**src/rtl/inverse_search_engine.sv**
```systemverilog
// -----------------------------------------------------------------------------
// inverse_search_engine
//
// Sequential inverse of a small forward transform. Given a target output
// value, the engine sweeps every input code through an external instance of
// the forward function, compares each result against the target and reports
// the lowest matching code together with the number of matching codes.
//
// Ports:
//   clk         system clock, rising edge
//   rst_n       asynchronous active-low reset
//   req_valid   search request valid
//   req_ready   engine can accept a request (only in IDLE, out of reset)
//   req_target  target output value, captured on the request handshake
//   fn_in       candidate code driven to the forward function
//   fn_out      forward function result, EVAL_LAT cycles after fn_in
//   rsp_valid   response valid (held until rsp_ready)
//   rsp_ready   response consumer ready
//   rsp_found   at least one code matched
//   rsp_data    lowest matching code, 0 when nothing matched
//   rsp_count   number of matching codes (0 .. 2^IN_W)
//
// Parameters:
//   IN_W      forward function input width; search space is 2^IN_W codes
//   OUT_W     forward function output / target width
//   EVAL_LAT  fixed latency of the external function (0 = combinational)
//
// Build option:
//   INVERSE_SEARCH_EARLY_EXIT_EN  when defined, the first match ends the
//                                 search; rsp_count is then 1 or 0.
// -----------------------------------------------------------------------------
module inverse_search_engine #(
   parameter int IN_W     = 6,
   parameter int OUT_W    = 24,
   parameter int EVAL_LAT = 0
) (
   input  logic             clk,
   input  logic             rst_n,
   input  logic             req_valid,
   output logic             req_ready,
   input  logic [OUT_W-1:0] req_target,
   output logic [IN_W-1:0]  fn_in,
   input  logic [OUT_W-1:0] fn_out,
   output logic             rsp_valid,
   input  logic             rsp_ready,
   output logic             rsp_found,
   output logic [IN_W-1:0]  rsp_data,
   output logic [IN_W:0]    rsp_count
);

   localparam int DRAIN_W = (EVAL_LAT > 1) ? $clog2(EVAL_LAT) : 1;
   localparam logic [DRAIN_W-1:0] DRAIN_LAST = DRAIN_W'((EVAL_LAT > 0) ? (EVAL_LAT - 1) : 0);
   localparam logic [IN_W-1:0]    CAND_LAST  = '1;

   typedef enum logic [1:0] {
      IDLE  = 2'd0,
      SWEEP = 2'd1,
      DRAIN = 2'd2,
      RESP  = 2'd3
   } state_t;

   state_t              state;
   state_t              state_nxt;

   logic [IN_W-1:0]     cand;
   logic [DRAIN_W-1:0]  drain_cnt;
   logic [OUT_W-1:0]    target_p0;
   logic [IN_W-1:0]     first_code;
   logic [IN_W:0]       match_cnt;

   logic                issue;
   logic                accept;
   logic                tag_vld;
   logic [IN_W-1:0]     tag_code;
   logic                hit;
   logic                flush;

   // A candidate is presented on fn_in in every SWEEP cycle.
   assign issue  = (state == SWEEP);
   assign accept = req_valid && req_ready;

   // -------------------------------------------------------------------------
   // Tag pipeline: carries {valid, code} alongside the external evaluation so
   // that each fn_out is paired with the candidate that produced it.
   // -------------------------------------------------------------------------
   generate
      if (EVAL_LAT == 0) begin : g_tag_comb
         assign tag_vld  = issue;
         assign tag_code = cand;
      end else begin : g_tag_pipe
         logic [EVAL_LAT-1:0] vld_p;
         logic [IN_W-1:0]     code_p [EVAL_LAT];

         // A flush (early exit) drops every in-flight tag.
         always_ff @(posedge clk or negedge rst_n) begin
            if (!rst_n) begin
               vld_p <= '0;
            end else begin
               vld_p[0] <= issue && !flush;
               for (int i = 1; i < EVAL_LAT; i++) begin
                  vld_p[i] <= vld_p[i-1] && !flush;
               end
            end
         end

         always_ff @(posedge clk) begin
            code_p[0] <= cand;
            for (int i = 1; i < EVAL_LAT; i++) begin
               code_p[i] <= code_p[i-1];
            end
         end

         assign tag_vld  = vld_p[EVAL_LAT-1];
         assign tag_code = code_p[EVAL_LAT-1];
      end
   endgenerate

   // -------------------------------------------------------------------------
   // Compare stage: full-width unsigned equality against the captured target.
   // -------------------------------------------------------------------------
   assign hit = tag_vld && (fn_out == target_p0) && ((state == SWEEP) || (state == DRAIN));

`ifdef INVERSE_SEARCH_EARLY_EXIT_EN
   assign flush = hit;
`else
   assign flush = 1'b0;
`endif

   // -------------------------------------------------------------------------
   // FSM state register
   // -------------------------------------------------------------------------
   always_ff @(posedge clk or negedge rst_n) begin
      if (!rst_n) begin
         state <= IDLE;
      end else begin
         state <= state_nxt;
      end
   end

   // -------------------------------------------------------------------------
   // FSM next state and handshake / candidate outputs
   // -------------------------------------------------------------------------
   always_comb begin
      state_nxt = state;
      req_ready = 1'b0;
      rsp_valid = 1'b0;
      fn_in     = '0;

      case (state)
         IDLE: begin
            req_ready = rst_n;
            if (req_valid && rst_n) begin
               state_nxt = SWEEP;
            end
         end

         SWEEP: begin
            fn_in = cand;
            if (flush) begin
               // Remaining tags are discarded, so there is nothing to drain.
               state_nxt = RESP;
            end else if (cand == CAND_LAST) begin
               state_nxt = (EVAL_LAT > 0) ? DRAIN : RESP;
            end
         end

         DRAIN: begin
            // cand stops at the last code, so fn_in holds it while draining.
            fn_in = cand;
            if (flush || (drain_cnt == DRAIN_LAST)) begin
               state_nxt = RESP;
            end
         end

         RESP: begin
            rsp_valid = 1'b1;
            if (rsp_ready) begin
               state_nxt = IDLE;
            end
         end

         default: begin
            state_nxt = IDLE;
         end
      endcase
   end

   // -------------------------------------------------------------------------
   // Candidate counter, drain counter and match accumulation
   // -------------------------------------------------------------------------
   always_ff @(posedge clk or negedge rst_n) begin
      if (!rst_n) begin
         cand       <= '0;
         drain_cnt  <= '0;
         first_code <= '0;
         match_cnt  <= '0;
      end else begin
         case (state)
            IDLE: begin
               if (accept) begin
                  cand       <= '0;
                  first_code <= '0;
                  match_cnt  <= '0;
               end
            end
            SWEEP: begin
               drain_cnt <= '0;
               if (cand != CAND_LAST) begin
                  cand <= cand + 1'b1;
               end
            end
            DRAIN: begin
               drain_cnt <= drain_cnt + 1'b1;
            end
            default: begin
            end
         endcase

         // Codes arrive in ascending order, so the first hit is the lowest.
         // The count is IN_W+1 bits wide and cannot wrap.
         if (hit) begin
            if (match_cnt == '0) begin
               first_code <= tag_code;
            end
            match_cnt <= match_cnt + 1'b1;
         end
      end
   end

   // Target is only meaningful while a search is in progress.
   always_ff @(posedge clk) begin
      if (accept) begin
         target_p0 <= req_target;
      end
   end

   assign rsp_found = (match_cnt != '0);
   assign rsp_data  = first_code;
   assign rsp_count = match_cnt;

endmodule

```
**config.mk**
```make
export PLATFORM = sky130hd
export DESIGN_NAME = inverse_search_engine
export DESIGN_NICKNAME = d
export VERILOG_FILES = /design/src/rtl/inverse_search_engine.sv
export SDC_FILE = /design/constraint.sdc
export NUM_CORES = 1
export LEC_CHECK = 0
export ABC_AREA = 1
export BUFFER_PORTS_ARGS = -buffer_cell sky130_fd_sc_hd__buf_2
export CAP_MARGIN = 20
export CORE_UTILIZATION = 57
export DETAILED_ROUTE_END_ITERATION = 16
export PLACE_DENSITY_LB_ADDON = 0.05
export REMOVE_ABC_BUFFERS = 1
export SLEW_MARGIN = 20
export SYNTH_ARGS = -nofsm -noshare
export SYNTH_HDL_FRONTEND = slang
export SYNTH_SLANG_ARGS = --single-unit
```
**constraint.sdc**
```tcl
create_clock -name clk -period 3.65 [get_ports clk]
set_input_delay 0.1825 -clock clk [delete_from_list [all_inputs] [get_ports clk]]
set_output_delay 0.1825 -clock clk [all_outputs]
set_load 0.05 [all_outputs]
```
==> results.md, run 1 <==
- Via count: 2553
- Clock buffer depth: 2
- Ys async rst share: 47.8%
- Static Leakage: 2.00 nW
- Vias in the first global route: 2429
- Sequential share of the synthesized area: 44.5%
- Ports: 74
- Maxcap violations: 0
- Placement Cell Area: 0.00329 mm2
- Global-route wire length before repair: 9860 um
- Fin Hold WS: 0.0457 ns
- Worst Max-Slew Pin Slew: 0.542 ns
- IR drop worst, VDD: 0.408 mV
- DP Cell Count: 527
- Period utilisation layout: 64.7%
- Clk_lat worst skew: 0.30 ns
- Synthesis-to-finish area growth: 20.0%
- Clock sinks: 46
- Initial core utilization: 59.7%
- Worst min-delay path category: in2reg
- HPWL after detailed placement: 4410 um
- CTS Root Cell: clkbuf_8
- Final Max Slew Viols: 0
- Critical path launch point type: primary input
- Final hold violation count: 0
- Nets: 528
- Synth area leader: edfxtp_1
- Final WL: 5870 um
- Synth warnings: 0
- Antenna Nets Post-Route: 0
- CP required: 3.87 ns
- Clock buffer count from CTS: 5
- Power per cell area: 458 mW/mm2
- Setup violations, final: 0
- DRC violations left: 0
- Avg Vias per Cell: 4.76
- Clock skew: 0.0139 ns
- TritonCTS clock tree: built
- I/O Buffers: 73
- Die area: 0.00530 mm2
- Routed len/inst: 10.9 um
- Total power: 1.57 mW
- All-Layer GR Usage: 24.1%
- Slew headroom: 63.9%
- Synth cell types: 28
- Post-synth top cells: nand2_1 (139), inv_1 (77), nor2_1 (36)
- CTS H-tree lvls: 2
- Post-synth EDFFs: 24
- Min Tclk post-route: 2.36 ns
- Die X: 72.8 um
- Setup ws final: 1.29 ns
- Die Span Y: 72.8 um
- Count leader, synth: nand2_1
- Setup_tns: 0 ns
- Largest net degree at the start of global routing: 24
- GPL Wtd Cong: 0.805
- Ant diodes: 0
- Crit path capture type: register
- Antenna violations before repair: 0
- CTS clk-pin slew, worst paths: 0.09 ns
- DP Worst Slack: 1.43 ns
- Total gr overflow: 0
- CP Class: in2reg
- Syn avg cell area: 7.31 um2
- Synth top area cells: edfxtp_1 (25%), dfrtp_1 (19%), nand2_1 (18%)
- Post-synthesis cell area: 0.00286 mm2
- Post-route cell area: 0.00343 mm2
- Arr. time, crit path: 2.59 ns
- Row count: 25
- RSZ-0062 raised after global routing: no
- Final core utilization: 71.7%
- Post-synth top area share: 25.2%
- Ys flop type: edfxtp_1
- Resized Gates After CTS: 0
- Max Fanout on Critical Path: 23
- Post-Syn Instances: 391
- Fmax: 0.423 GHz
- Status: finished, final reports clean
- Initial drt markers: 110
- Share of post-route cells with drive strength above 1: 19.4%
- Core area: 0.00479 mm2
- Non-filler cells, final: 536
- Drt pass-1 iters: 4
- Post-synthesis register bit count: 46
## routing by layer
metal  part of all wire, %  vias to the layer above  wire length [um]  global-route usage, %
met1                    46                     1143              2710                   29.3
met4                   1.4                        0                85                   7.41
met3                   3.5                        9               203                   4.70
met5                     0                        -                 0                      0
li1                      -                     1348                 -                      -
met2                    49                       53              2870                   43.3
## cells by family after synthesis
logic type | Yosys count | share of synthesized area (%)
AND/OR/NAND/NOR | 220 | 32.6
buffers and inverters | 84 | 11.3
flip-flops | 46 | 44.5
AO/OA/AOI/OAI | 19 | 3.77
XOR/XNOR | 14 | 4.29
adder cells (fa/ha/maj) | 8 | 3.50
## critical path: stages
cell and delay [ns]:
dlygate4sd3_1 0.52, buf_2 0.44, nand2_1 0.09, inv_1 0.09
nand2_1 0.27, inv_1 0.37, nor2_1 0.08, inv_1 0.10
nand2_2 0.10, inv_2 0.13, nand4_1 0.09, o21ai_1 0.12
## flip-flops by register name (all words and copies together) (netlist names)
name	count
cand	6
drain_cnt	1
rsp_count	7
rsp_data	6
state	2
target_p0	24
## placed cells by master (no fill, tap or decap), types with 2 or more instances in the layout
master / n
nand2_1: 139
inv_1: 77
buf_2: 73
nor2_1: 36
edfxtp_1: 24
dfrtp_1: 22
nand3_1: 21
xor2_1: 9
nand4_1: 9
o21ai_0: 9
ha_1: 8
nand3b_1: 6
xnor2_1: 5
clkbuf_8: 5
o21ai_1: 4
nor2_4: 2
nor2_2: 2
inv_2: 2
a21oi_1: 2
o31ai_1: 2
bufinv_16: 2
## final cells by class
class                      instances  area (um2)
inverter                          79         297
fill                             387        1360
clock buffer                       5        68.8
clock inverter                     3        63.8
sequential                        46        1270
timing repair buffer              75         383
multi-input combinational        261        1260
tap                               67        83.8
## path summary, 6_finish.rpt
kind                          startpoint            to  slack (ns)  cells past startpoint
setup reg to reg                state[0]       cand[5]        1.44                     12
min in group asynchronous          rst_n   rsp_data[4]        0.38                      2
setup / recovery                   rst_n       cand[5]        1.29                     12
max in group asynchronous          rst_n   rsp_data[2]        2.91                      2
hold / removal             req_target[7]  target_p0[7]        0.05                      1
hold reg to reg                drain_cnt     drain_cnt        0.48                      1
## power breakdown
part | internal (mW) | total, mW | switching (mW)
clock | 0.271 | 0.444 | 0.173
combinational | 0.143 | 0.483 | 0.340
sequential | 0.605 | 0.643 | 0.0385
total | 1.02 | 1.57 | 0.551
## repair_timing
item | 4_1_cts | 5_1_grt
hold buffers | 1 | 0
setup buffers | 0 | 0
endpoints found under the hold margin | 22 | 0
Power figures use the tool's default switching activity.
==> run 2, diff against run 1 <==
CORE_UTILIZATION = 53   (was 57)
clock period = 2.2 ns   (was 3.65 ns; I/O delays follow)
==> results.md, run 2 (synthesis gave the netlist of run 1 again) <==
- Vias in the first global route: 2415
- Power per cell area: 670 mW/mm2
- IR drop worst, VDD: 0.585 mV
- Die Span Y: 75.4 um
- Min Tclk post-route: 1.85 ns
- Antenna Nets Post-Route: 0
- CTS Root Cell: clkbuf_8
- Initial drt markers: 131
- Routed len/inst: 11.2 um
- Clock sinks: 46
- Avg Vias per Cell: 4.74
- CTS clk-pin slew, worst paths: 0.09 ns
- Post-CTS Setup Bufs: 0
- Die area: 0.00569 mm2
- DP Cell Count: 533
- All-Layer GR Usage: 23.9%
- Max FFs per register: 24
- Clock buffer depth: 2
- Ant diodes: 0
- Largest reg by FF count: target_p0
- Clock skew: 0.00338 ns
- Fmax: 0.539 GHz
- I/O Buffers: 73
- Initial core utilization: 55.6%
- Crit path cell chain: inv_1 > ha_1 > nand3_1 > buf_2
- Nets: 555
- Maxcap violations: 0
- Filler Cells Inserted: 439
- Largest net degree at the start of global routing: 25
- Critical path launch point type: register
- Final Max Slew Viols: 0
- HP Start: rsp_ready
- Share of post-route cells with drive strength above 1: 19.0%
- Drt pass-1 iters: 4
- GPL Wtd Cong: 0.781
- Die X: 75.4 um
- Setup violations, final: 0
- Non-filler cells, final: 566
- HPWL after detailed placement: 4520 um
- Worst Max-Slew Pin Slew: 0.452 ns
- Final WL: 6340 um
- DP Worst Slack: 0.506 ns
- WP buf/inv: 2
- Ports: 74
- Worst path slowest cell: dfrtp_1
- CP top delay family: buffers and inverters
- Worst min-delay path category: in2reg
- Synthesis-to-finish area growth: 27.6%
- Slew headroom: 69.8%
- Resized Gates After CTS: 0
- CTS H-tree lvls: 2
- Antenna violations before repair: 0
- Via count: 2681
- Crit path launch: rsp_count[0]
- Arr. time, crit path: 1.74 ns
- Post-CTS Hold Fix Bufs: 25
- Setup_tns: 0 ns
- CP Class: reg2out
- Crit path capture type: primary output
- FF-to-FF Start: state[0]
- Setup ws final: 0.346 ns
- Clk_lat worst skew: 0.30 ns
- Row count: 26
- Final hold violation count: 0
- Core area: 0.00514 mm2
- DRC violations left: 0
- Critical path's largest stage delay: 0.43 ns
- Static Leakage: 2.09 nW
- Global-route wire length before repair: 10100 um
- Most common cell after layout, fill and taps aside: nand2_1
- Total gr overflow: 0
- CP required: 2.09 ns
- Status: finished, final reports clean
- Max Fanout on Critical Path: 13
- Period utilisation layout: 84.3%
- RSZ-0062 raised after global routing: no
- TritonCTS clock tree: built
- Most frequent cells in the layout: nand2_1 (139), inv_1 (77), buf_2 (73)
- Clock buffer count from CTS: 5
- Fin Hold WS: 0.247 ns
run 2: cell types whose count changed in the layout (fill, tap and decap cells not counted), sizes merged:
cell / delta
dlygate4sd3: +24
buf: +3
bufinv: -2
clkbuf: +1
clkinv: +1
run 2: where the power goes:
part	switching (mW)	internal [mW]	total, mW
combinational	0.580	0.281	0.861
clock	0.295	0.221	0.516
sequential	0.0644	1.00	1.07
total	0.939	1.50	2.44
run 2: per-layer routing:
metal  part of all wire, %  up-vias  GRT usage, %
li1                      -     1399             -
met1                    46     1211          28.2
met2                    49       60          43.9
met3                   3.4       11          4.50
met4                   1.6        0          7.20
met5                     0        -             0
run 2: cell type report:
class                           count  area, um2  area share [%]
Multi-Input combinational cell    261       1260            34.6
Tap cell                           70       87.6            2.40
Timing Repair Buffer              102        646            17.7
Clock inverter                      2       10.0           0.275
Sequential cell                    46       1270            34.9
Clock buffer                        6       72.6            1.99
Inverter                           79        297            8.13
run 2: worst reg2reg max path: stages (launching register included):
cell and delay, ns:
dfrtp_1 0.43, inv_1 0.09, ha_1 0.24, nand2_1 0.08, inv_1 0.05, nand2_1 0.07, buf_4 0.19, nand2_1 0.09
inv_1 0.08, nand2_1 0.05, o21ai_0 0.09, nand4_1 0.12, nand2_1 0.09
run 2: final timing paths:
check | to | slack (ns) | cells after the start
worst max-delay path | rsp_found | 0.35 | 4
worst min-delay path | state[1] | 0.25 | 4
worst max register to register | rsp_data[4] | 0.51 | 12
worst min register to register | drain_cnt | 0.48 | 1
max in group asynchronous | cand[3] | 1.61 | 3
min in group asynchronous | rsp_count[6] | 0.37 | 3
run 2: metrics by stage:
stage	util (%)	power [mW]	area, um2
floorplan	-	1.66	2830
global placement	64.5	1.88	3310
detailed placement	64.5	1.91	3310
CTS	70.9	2.45	3650
global route	70.9	2.59	3650
finish	70.9	2.44	3650
==> run 3, diff against run 2 <==
ABC_AREA = 0   (was 1)
CORE_UTILIZATION = 51   (was 53)
clock period = 1.8 ns   (was 2.2 ns; I/O delays follow)
==> results.md, run 3 <==
- Synth warnings: 0
- Status: finished, final reports clean
- Via count: 1881
- Antenna Nets Post-Route: 0
- Post-synth top cells: xnor2_1 (27), edfxtp_1 (24), dfrtp_1 (22)
- Post-synth EDFFs: 24
- Comb pwr share: 41.5%
- Final WL: 5260 um
- CP Class: reg2out
- Period utilisation layout: 94.3%
- Arr. time, crit path: 1.61 ns
- Worst path slowest cell: dfrtp_1
- Largest net degree at the start of global routing: 23
- Most common cell after layout, fill and taps aside: buf_2
- I/O Buffers: 73
- Sequential share of the synthesized area: 54.6%
- Max FFs per register: 24
- Worst Max-Slew Pin Slew: 0.301 ns
- Initial core utilization: 53.1%
- Most frequent cells in the layout: buf_2 (73), dlygate4sd3_1 (25), edfxtp_1 (24)
- Critical path's largest stage delay: 0.42 ns
- Ys flop type: edfxtp_1
- Clock sinks: 46
- Filler Cells Inserted: 289
- Largest reg by FF count: target_p0
- Clock buffer depth: 2
- Vias in the first global route: 1916
- Static Leakage: 1.56 nW
- Ys async rst share: 47.8%
- Antenna violations before repair: 0
- Share of post-route cells with drive strength above 1: 36.7%
- DRC violations left: 0
- Post-synthesis register bit count: 46
- Setup ws final: 0.103 ns
- CP top delay family: buffers and inverters
- Die area: 0.00484 mm2
- Slew headroom: 79.8%
- Total power: 3.64 mW
- Clock buffer count from CTS: 5
- Die X: 69.6 um
- Count leader, synth: xnor2_1
- Synth area leader: edfxtp_1
- Global-route wire length before repair: 8530 um
- Synth top area cells: edfxtp_1 (31%), dfrtp_1 (24%), xnor2_1 (10%)
- CP required: 1.71 ns
- Maxcap violations: 0
- Die Span Y: 69.6 um
- Synth cell types: 39
- Sw frac: 37.3%
- GPL Wtd Cong: 0.758
- Syn avg cell area: 11.8 um2
- Synthesis-to-finish area growth: 41.9%
- CTS clk-pin slew, worst paths: 0.08 ns
- Avg Vias per Cell: 5.07
- IR drop worst, VDD: 0.609 mV
- Ant diodes: 0
- Post-Syn Instances: 197
- Final Max Slew Viols: 0
- TritonCTS clock tree: built
- Fmax: 0.589 GHz
- Max Fanout on Critical Path: 4
- CTS Root Cell: clkbuf_8
- Psw: 1.36 mW
- Setup violations, final: 0
- WP buf/inv: 3
- CTS H-tree lvls: 2
- Row count: 24
- Clk_lat worst skew: 0.29 ns
- Critical path launch point type: register
- Crit path capture type: primary output
- Seq pwr share: 38.1%
- Crit path cell chain: inv_1 > ha_1 > nor4b_1 > buf_4 > nand2_1 > buf_2
- Post-synthesis cell area: 0.00233 mm2
- Clock skew: 0.00603 ns
- Post-synth top area share: 30.9%
- All-Layer GR Usage: 22.4%
- Total gr overflow: 0
- Clock share of power: 20.5%
- Core area: 0.00438 mm2
- HPWL after detailed placement: 3520 um
- Ports: 74
- Min Tclk post-route: 1.70 ns
- Power per cell area: 1100 mW/mm2
- Drt pass-1 iters: 4
- Fin Hold WS: 0.143 ns
- Initial drt markers: 65
- Nets: 378
- Routed len/inst: 14.2 um
- DP Worst Slack: 0.0146 ns
- Final hold violation count: 0
- Internal power: 2.28 mW
- Worst min-delay path category: in2async
[run 3: final timing paths]
kind,from,to,slack [ns],depth (start not counted)
worst max-delay path,rsp_count[1],rsp_found,0.10,6
worst min-delay path,rst_n,state[1],0.14,2
worst max register to register,state[1],rsp_data[5],0.10,7
worst min register to register,drain_cnt,drain_cnt,0.52,1
max in group asynchronous,rst_n,rsp_count[6],1.18,3
min in group clk,rsp_ready,state[1],0.27,5
[run 3: cells by family (layout without fill, tap and decap cells)]
kind of cell / Yosys count / in the layout / synth area share [%]
flip-flops: 46 / 46 / 54.6
XOR/XNOR: 28 / 28 / 10.5
multiplexers: 10 / 10 / 4.46
AND/OR/NAND/NOR: 68 / 68 / 16.2
buffers and inverters: 15 / 137 / 2.47
AO/OA/AOI/OAI: 22 / 22 / 7.52
adder cells (fa/ha/maj): 8 / 8 / 4.30
[run 3: timing repair]
item                                   4_1_cts  5_1_grt
setup endpoints to repair                    0       15
gates resized for setup                      0        8
endpoints found under the hold margin       46        0
hold buffers                                25        0
setup buffers                                0        1
[run 3: per-stage QoR]
| stage | cells | cell area, um2 | TNS [ns] | util (%) |
|---|---|---|---|---|
| 6_report | 371 | 3310 | 0 | 75.4 |
| 5_1_grt | 371 | 3310 | -0.00475 | 75.4 |
| 4_1_cts | 370 | 3250 | 0 | 74.1 |
| 3_5_place_dp | 337 | 2890 | 0 | 66.0 |
| 3_3_place_gp | 337 | 2890 | 0 | 66.0 |
| 2_1_floorplan | 195 | 2320 | -16.08 | - |
[run 3: per-layer routing]
metal	GRT usage, %	wire (um)
met4	6.35	61
met2	40.1	2790
met5	0	0
met3	5.81	261
met1	26.3	2140
[run 3: power groups by stage]
stage	Clock [mW]	Sequential (mW)	Combinational (mW)
after floorplan	0	1.41	0.955
after global placement	0	1.39	1.40
after detailed placement	0	1.40	1.42
after CTS	0.764	1.38	1.47
after global routing	0.795	1.41	1.64
final	0.744	1.39	1.51
[run 3: layout make-up]
cell class / count / area [um2] / share of cell area (%)
sequential: 46 / 1270 / 38.4
multi-input combinational: 136 / 1050 / 31.7
timing repair buffer: 116 / 763 / 23.1
clock buffer: 5 / 68.8 / 2.08
tap: 52 / 65.1 / 1.97
inverter: 13 / 48.8 / 1.48
clock inverter: 3 / 40.0 / 1.21
